--- src/rtl/window_mac.sv ---
// 3x3 window multiply-accumulate stage: one MAC per cycle, one signed result per window.
// Optional build macro WINDOW_MAC_RELU_EN clamps negative results to zero before saturation.
module window_mac #(
  parameter int DATA_W = 8,
  parameter int WGT_W  = 8,
  parameter int TAPS   = 9,
  parameter int OUT_W  = 21
) (
  input  logic                     clk,
  input  logic                     rst,
  input  logic                     w_we,
  input  logic [3:0]               w_addr,
  input  logic [WGT_W-1:0]         w_data,
  input  logic                     in_valid,
  output logic                     in_ready,
  input  logic [TAPS*DATA_W-1:0]   in_window,
  output logic                     out_valid,
  input  logic                     out_ready,
  output logic [OUT_W-1:0]         out_data,
  output logic                     busy
);

  // state | meaning
  // IDLE  | ready for a window, kernel writes accepted
  // MAC   | one tap per cycle, taps 0..8
  // DONE  | result presented, waiting for out_ready

  localparam int ACC_W  = DATA_W + WGT_W + 1 + 4;
  localparam int PROD_W = DATA_W + WGT_W + 1;
  localparam int CNT_W  = 4;

  typedef enum logic [1:0] {
    IDLE = 2'd0,
    MAC  = 2'd1,
    DONE = 2'd2
  } state_t;

  state_t                    state, state_nxt;
  logic [CNT_W-1:0]          cnt;
  logic [DATA_W-1:0]         pix [TAPS];
  logic signed [WGT_W-1:0]   wgt [TAPS];
  logic signed [ACC_W-1:0]   acc;
  logic signed [ACC_W-1:0]   acc_nxt;
  logic signed [ACC_W-1:0]   res;
  logic signed [PROD_W-1:0]  prod;
  logic [OUT_W-1:0]          res_sat;
  logic                      take;
  logic                      last_tap;
  logic                      w_hit;

  assign in_ready = (state == IDLE);
  assign busy     = (state != IDLE);
  assign take     = in_valid & in_ready;
  assign last_tap = (cnt == CNT_W'(TAPS - 1));
  assign w_hit    = w_we && (state == IDLE) && (w_addr <= CNT_W'(TAPS - 1));

  // Pixels are unsigned, so a zero MSB is prepended before the signed multiply.
  always_comb begin
    prod    = PROD_W'($signed({1'b0, pix[cnt]})) * PROD_W'(wgt[cnt]);
    acc_nxt = acc + ACC_W'(prod);
  end

`ifdef WINDOW_MAC_RELU_EN
  assign res = acc_nxt[ACC_W-1] ? '0 : acc_nxt;
`else
  assign res = acc_nxt;
`endif

  generate
    if (OUT_W < ACC_W) begin : g_sat
      localparam logic signed [ACC_W-1:0] SAT_MAX = {{(ACC_W-OUT_W+1){1'b0}}, {(OUT_W-1){1'b1}}};
      localparam logic signed [ACC_W-1:0] SAT_MIN = {{(ACC_W-OUT_W+1){1'b1}}, {(OUT_W-1){1'b0}}};
      always_comb begin
        if (res > SAT_MAX)      res_sat = SAT_MAX[OUT_W-1:0];
        else if (res < SAT_MIN) res_sat = SAT_MIN[OUT_W-1:0];
        else                    res_sat = res[OUT_W-1:0];
      end
    end else begin : g_pass
      assign res_sat = OUT_W'(res);
    end
  endgenerate

  always_comb begin
    state_nxt = state;
    case (state)
      IDLE:    if (take) state_nxt = MAC;
      MAC:     if (last_tap) state_nxt = DONE;
      DONE:    if (out_ready) state_nxt = IDLE;
      default: state_nxt = IDLE;
    endcase
  end

  always_ff @(posedge clk or posedge rst) begin
    if (rst) begin
      state <= IDLE;
    end else begin
      state <= state_nxt;
    end
  end

  // A write in the handshake cycle lands before the first MAC cycle reads the kernel.
  always_ff @(posedge clk or posedge rst) begin
    if (rst) begin
      for (int k = 0; k < TAPS; k++) wgt[k] <= '0;
    end else if (w_hit) begin
      wgt[w_addr] <= w_data;
    end
  end

  always_ff @(posedge clk or posedge rst) begin
    if (rst) begin
      for (int k = 0; k < TAPS; k++) pix[k] <= '0;
      cnt       <= '0;
      acc       <= '0;
      out_valid <= 1'b0;
      out_data  <= '0;
    end else begin
      case (state)
        IDLE: begin
          if (take) begin
            for (int k = 0; k < TAPS; k++) pix[k] <= in_window[DATA_W*k +: DATA_W];
            acc <= '0;
            cnt <= '0;
          end
        end
        MAC: begin
          acc <= acc_nxt;
          cnt <= cnt + 1'b1;
          if (last_tap) begin
            out_valid <= 1'b1;
            out_data  <= res_sat;
          end
        end
        DONE: begin
          if (out_ready) out_valid <= 1'b0;
        end
        default: ;
      endcase
    end
  end

endmodule

--- config.mk ---
export PLATFORM = sky130hd
export DESIGN_NAME = window_mac
export DESIGN_NICKNAME = d
export VERILOG_FILES = /design/src/rtl/window_mac.sv
export SDC_FILE = /design/constraint.sdc
export NUM_CORES = 1
export LEC_CHECK = 0
export CAP_MARGIN = 15
export CORE_MARGIN = 1.5
export CORE_UTILIZATION = 56
export CTS_CLUSTER_DIAMETER = 100
export CTS_CLUSTER_SIZE = 20
export DETAILED_ROUTE_END_ITERATION = 8
export PLACE_DENSITY = 0.86
export SLEW_MARGIN = 20
export SYNTH_ARGS = -nofsm -noshare
export SYNTH_HDL_FRONTEND = slang
export SYNTH_SLANG_ARGS = --single-unit
--- constraint.sdc ---
create_clock -name clk -period 8.5 [get_ports clk]
set_clock_uncertainty 0.15 [all_clocks]
set_input_delay 1.275 -clock clk [delete_from_list [all_inputs] [get_ports clk]]
set_output_delay 1.275 -clock clk [all_outputs]
set_load 0.005 [all_outputs]
==> results of run 1 <==
==> worst max-delay path: stages (launching register included) <==
cell      delay (ns)
dfrtp_2         0.93
buf_4           0.36
mux4_2          0.53
mux2i_1         0.15
nor2_1          0.06
a21oi_2         0.35
nor2_1          0.13
fa_1            0.53
inv_1           0.05
fa_1            0.47
inv_1           0.06
fa_1            0.51
fa_1            0.52
fa_1            0.49
ha_1            0.38
o21a_1          0.21
o31a_1          0.14
o21ai_1         0.38
a21oi_1         0.15
o21bai_1        0.20
a21oi_1         0.12
o31ai_1         0.30
==> synthesized netlist by cell type (all sizes together) (3+ instances only) <==
library cell	count	area, sq um
nor2b	13	81.3
fa	51	1020
xor2	8	70.1
clkbuf	15	56.3
nand3	29	145
mux2	150	1690
nor3	3	26.3
nor2	49	189
xnor2	9	78.8
and2	5	31.3
a21oi	22	151
nand2	52	195
o21ai	45	229
mux2i	16	160
dfrtp	193	4830
a21o	3	22.5
buf	20	100
inv	69	259
ha	66	826
nand2b	15	93.8
or2	3	18.8
mux4	32	721
o21a	6	45.0
nor3b	4	52.6
==> worst min path at each step <==
stage / to / slack (ns)
final: out_data[12] / 0.33
after global routing: out_data[13] / 0.36
after CTS: out_data[12] / 0.34
after detailed placement: out_data[14] / 0.32
after global placement: out_data[7] / 0.31
after floorplan: wgt[56] / 0.30
==> registers in the layout (all words and copies together), names as in the netlist <==
name	cells
wgt	72
out_valid	1
out_data	21
acc	21
state	2
pix	72
cnt	4
==> cell type report <==
class	instances	area, sq um
fillers	1385	6350
multi-input cells	602	6030
flip-flops and latches	193	4830
repair buffers	121	1190
clock buffers	17	425
well taps	265	332
inverters	69	267
clock inverters	15	159
==> through the flow <==
| stage | hold WS [ns] | utilization, % | std cells |
|---|---|---|---|
| after floorplan | 0.302 | - | 899 |
| after global placement | 0.311 | 64.6 | 1250 |
| after detailed placement | 0.320 | 64.6 | 1250 |
| after CTS | 0.336 | 67.6 | 1282 |
| after global routing | 0.356 | 67.6 | 1282 |
| final | 0.328 | 67.6 | 1282 |
==> cell families (layout without fill, tap and decap cells) <==
family          count (synthesis)  count (layout)  synth area share, %
mux                           198             198                 22.8
fa+ha+maj                     117             117                 16.4
flops                         193             193                 42.9
compound gates                 88              88                 4.81
buf+inv                       104             222                 3.69
xor+xnor                       17              17                 1.32
simple gates                  182             182                 8.14
==> routing by layer <==
| layer | GRT usage [%] | up-vias | wire [um] |
|---|---|---|---|
| met2 | 39.6 | 182 | 11600 |
| met1 | 31.3 | 3647 | 9850 |
| met5 | 0 | - | 0 |
| li1 | - | 3332 | - |
| met3 | 4.38 | 50 | 905 |
| met4 | 8.45 | 0 | 629 |
==> metrics.md, run 1 <==
| Metric | Value |
|---|---|
| Resized Gates After CTS | 0 |
| Max-Cap Viols | 0 |
| Final hold vios | 0 |
| Critical setup path kind | reg -> reg |
| Antenna Cells | 0 |
| Clk sinks | 193 |
| Final ANT Viol Nets | 0 |
| Initial antenna violation count | 0 |
| Post-layout instance area | between 10,000 and 15,000 sq um |
| Setup WS post-layout | between 1 and 1.5 ns |
| TritonCTS clock tree | done |
| Synth warn | 0 |
| Number of synthesized register bits | 193 |
| Period minus WS final | 7.28 ns |
| R2r startpoint | cnt[0] |
| Commonest non-fill, non-tap cells in the layout | 192 x dfrtp_1, 146 x mux2_2, 112 x clkdlybuf4s50_1 |
| Worst setup SP type | register |
| Initial core utilization | between 50 and 60% |
| Number of global-route vias before repair | ~7,600 |
| Die ar. | 21,000 sq um |
| Status | finished, final reports clean |
| Async set or reset register ratio after synthesis | 100% |
| Die height | between 100 and 150 um |
| Setup crit end kind | register |
| First-pass GRT wire length | between 30,000 and 40,000 um |
| Total congestion overflow | 0 |
| Vias per cell | around 5.6 |
| Cell Area, Synth | ~11,000 sq um |
| Critical Path End | out_data[18] |
| IO buf count | about 110 |
| R2r setup slk | around 1.2 ns |
| Ys flop type | dfrtp_1 |
| All-Layer GR Usage | a little under a quarter |
| Clock latency on the worst-skew pair | 0.45 ns |
| CTS root buffer | clkbuf_16 |
| Post-synth cell types | between 50 and 60 |
| Commonest non-fill, non-tap cell in the layout | dfrtp_1 |
| Reg2reg end | out_data[18] |
| Slew headroom | 29.1% |
| Chip width | around 140 um |
| DR vias | 7,211 |
| I/O pins | around 110 |
| Crit path launch | cnt[0] |
| RSZ-0062 raised after global routing | no |
| Initial DRC Count | between 300 and 400 |
| Post-placement worst setup slack | ~1.3 ns |
| Worst Hold Class | reg -> reg |
| Post-synthesis area per instance | about 13 sq um |
| CTS Buf Count | 17 |
| Share of layout cells above drive strength 1 | between 20% and 30% |
| Final Max Tran Viols | 0 |
| Post-synth EDFFs | 0 |
| Final setup viols | 0 |
| Final TNS setup | 0 ns |
| Worst-margin pin slew | 1.06 ns |
| Sequential fraction of the synthesis area | a little over two fifths |
| Max FO, Critical Path | 26 |
| DRT Pass-1 Iters | 4 |
| Worst r2r path cells | 21 |
| Peak Freq | around 0.14 GHz |
| Synth Instances | approximately 900 |
| H-tree Lvls | 4 |
| Hold_sp | out_data[12] |
| Wirelength per Cell | between 15 and 20 um |
| Clock buffer depth | 2 |
| Cell depth of the worst hold path | 2 |
| Post-DP HPWL | around 17,000 um |
| Largest net degree at the start of global routing | between 100 and 150 |
| P&R area growth vs syn | 17.5% |
| Core Rows | 51 |
| Nets | between 1,000 and 1,500 |
| Final wirelength | 23,000 um |
| Placed Area | 12,700 sq um |
| Post-CTS setup buffers | 0 |
| Syn nets | between 1,000 and 1,500 |
| Clk slew on worst S/H paths | roughly 0.070 ns |
| Period utilization | between 80% and 90% |
| WP data arrival | between 7 and 8 ns |
| RePlAce Congestion | 0.827 |
| Hold_buf cts | 0 |
| Core ar. | about 20,000 sq um |
| Critical Path RT | slightly below 9 ns |
| DRC Markers | 0 |
Power of run 1 is left out: the tool's default activity adds up to more than one toggle a clock period on the data nets, which glitch-free logic cannot reach.
==> run 2: changes to the inputs <==
Settings changed: CORE_MARGIN 1.5 to 2, SETUP_SLACK_MARGIN set to 0.02.
==> metrics.md, run 2 (synthesis gave the netlist of run 1 again) <==
| Metric | Value |
|---|---|
| Hold_sp | out_data[9] |
| CTS Buf Count | 17 |
| R2r setup slk | approximately 1.4 ns |
| TritonCTS clock tree | done |
| Final TNS setup | 0 ns |
| DR vias | between 7,000 and 8,000 |
| Worst Hold Class | reg -> reg |
| Chip width | 146 um |
| Max-Cap Viols | 0 |
| Initial antenna violation count | 0 |
| DRC Markers | 0 |
| Setup crit end kind | register |
| Final setup viols | 0 |
| Core ar. | just under 20,000 sq um |
| Antenna Cells | 0 |
| Critical Path RT | 8.70 ns |
| Worst-margin pin slew | 0.981 ns |
| Wirelength per Cell | around 19 um |
| Commonest non-fill, non-tap cell in the layout | dfrtp_1 |
| Initial DRC Count | approximately 520 |
| Post-DP HPWL | between 15,000 and 20,000 um |
| Critical path's most frequent cell | fa_1 |
| All-Layer GR Usage | roughly 24% |
| Core Rows | slightly above 50 |
| Clk sinks | just under 200 |
| Worst Hold Path EP | out_data[9] |
| Final wirelength | 23,900 um |
| Commonest non-fill, non-tap cells in the layout | 192 x dfrtp_1, 146 x mux2_2, 112 x clkdlybuf4s50_1 |
| Largest net degree at the start of global routing | 111 |
| Largest regs | pix: 72 flops, wgt: 72 flops |
| Status | finished, final reports clean |
| H-tree Lvls | 4 |
| RePlAce Congestion | about 0.85 |
| Slew headroom | approximately a third |
| Die height | roughly 150 um |
| Post-CTS setup buffers | 0 |
| Period minus WS final | ~7.1 ns |
| Nets | 1,211 |
| Clock buffer depth | 2 |
| DRT Pass-1 Iters | 6 |
| Number of global-route vias before repair | around 7,600 |
| First-pass GRT wire length | between 30,000 and 40,000 um |
| Die ar. | 21,300 sq um |
| RSZ-0062 raised after global routing | no |
| FILL cells | approximately 1,400 |
| CP cell instances | buf_4, mux4_2, mux2i_1, nor2_1, a21oi_2, nor2_1, fa_1, inv_1, fa_1, inv_1, fa_1, fa_1, fa_1, ha_1, o21a_1, o31a_1, o21ai_1, a21oi_1, o21bai_1, a21oi_1, o31ai_1 |
| Initial core utilization | between 50% and 60% |
| Reg2reg end | out_data[18] |
| I/O pins | about 110 |
| Clock latency on the worst-skew pair | 0.45 ns |
| Max FO, Critical Path | 20 |
| Period utilization | between 80% and 90% |
| Cell depth of the worst hold path | 2 |
| Share of layout cells above drive strength 1 | between 20% and 30% |
| Total congestion overflow | 0 |
| P&R area growth vs syn | 17.6% |
| Final Max Tran Viols | 0 |
| Final ANT Viol Nets | 0 |
| Resized Gates After CTS | 0 |
| Vias per cell | between 5 and 6 |
| Peak Freq | about 0.14 GHz |
| CP max stage cell | dfrtp_1 |
| Critical setup path kind | reg -> reg |
| Worst setup SP type | register |
| CTS root buffer | clkbuf_16 |
| IO buf count | roughly 110 |
| WP data arrival | 7.33 ns |
| Hold_buf cts | 0 |
| Final hold vios | 0 |
| R2r startpoint | cnt[1] |
| Worst r2r path cells | 21 |
| CP max stage delay | 0.99 ns |
| Clk slew on worst S/H paths | 0.08 ns |
==> run 2: changes by cell type in the layout (fill, tap and decap cells not counted), sizes merged <==
cell	delta
buf	+1
clkinv	+4
inv	-4
==> run 2: layout make-up <==
type                    count  area, sq um  area share (%)
clock inverters            15          170            1.28
well taps                 265          332            2.50
flip-flops and latches    193         4830            36.4
clock buffers              17          425            3.21
multi-input cells         602         6030            45.5
inverters                  69          267            2.01
repair buffers            122         1200            9.05
==> run 2: through the flow <==
stage	setup slack (ns)	utilization, %	cells	hold slack [ns]	area (sq um)
finish	1.37	67.7	1283	0.330	13300
global route	0.806	67.7	1283	0.351	13300
CTS	1.34	67.7	1283	0.336	13300
detailed placement	1.42	64.6	1251	0.319	12700
global placement	1.54	64.6	1251	0.309	12700
floorplan	1.82	-	899	0.302	11300
==> run 2: metal layers <==
| layer | vias to the layer above | GRT usage [%] | share of wire [%] |
|---|---|---|---|
| li1 | 3326 | - | - |
| met1 | 3719 | 30.9 | 42 |
| met2 | 201 | 40.3 | 51 |
| met3 | 48 | 5.30 | 4.5 |
| met4 | 0 | 8.58 | 2.5 |
| met5 | - | 0 | 0 |
==> run 2: worst max-delay path by stage <==
stage	cells past startpoint	start	slack [ns]	end
CTS	21	cnt[0]	1.34	out_data[18]
global placement	21	cnt[0]	1.54	acc[20]
floorplan	1	rst	1.82	acc[0]
detailed placement	21	cnt[0]	1.42	out_data[18]
finish	21	cnt[1]	1.37	out_data[18]
global route	21	cnt[0]	0.81	acc[20]
==> run 2: worst max-delay path, delay by kind of cell, from the launching register on <==
family	cells	cell delay (ns)
adder cells (fa/ha/maj)	6	2.90
AO/OA/AOI/OAI	8	1.70
flip-flops	1	0.99
multiplexers	2	0.54
buffers and inverters	3	0.52
AND/OR/NAND/NOR	2	0.20
Power of run 2 is left out for the same reason.
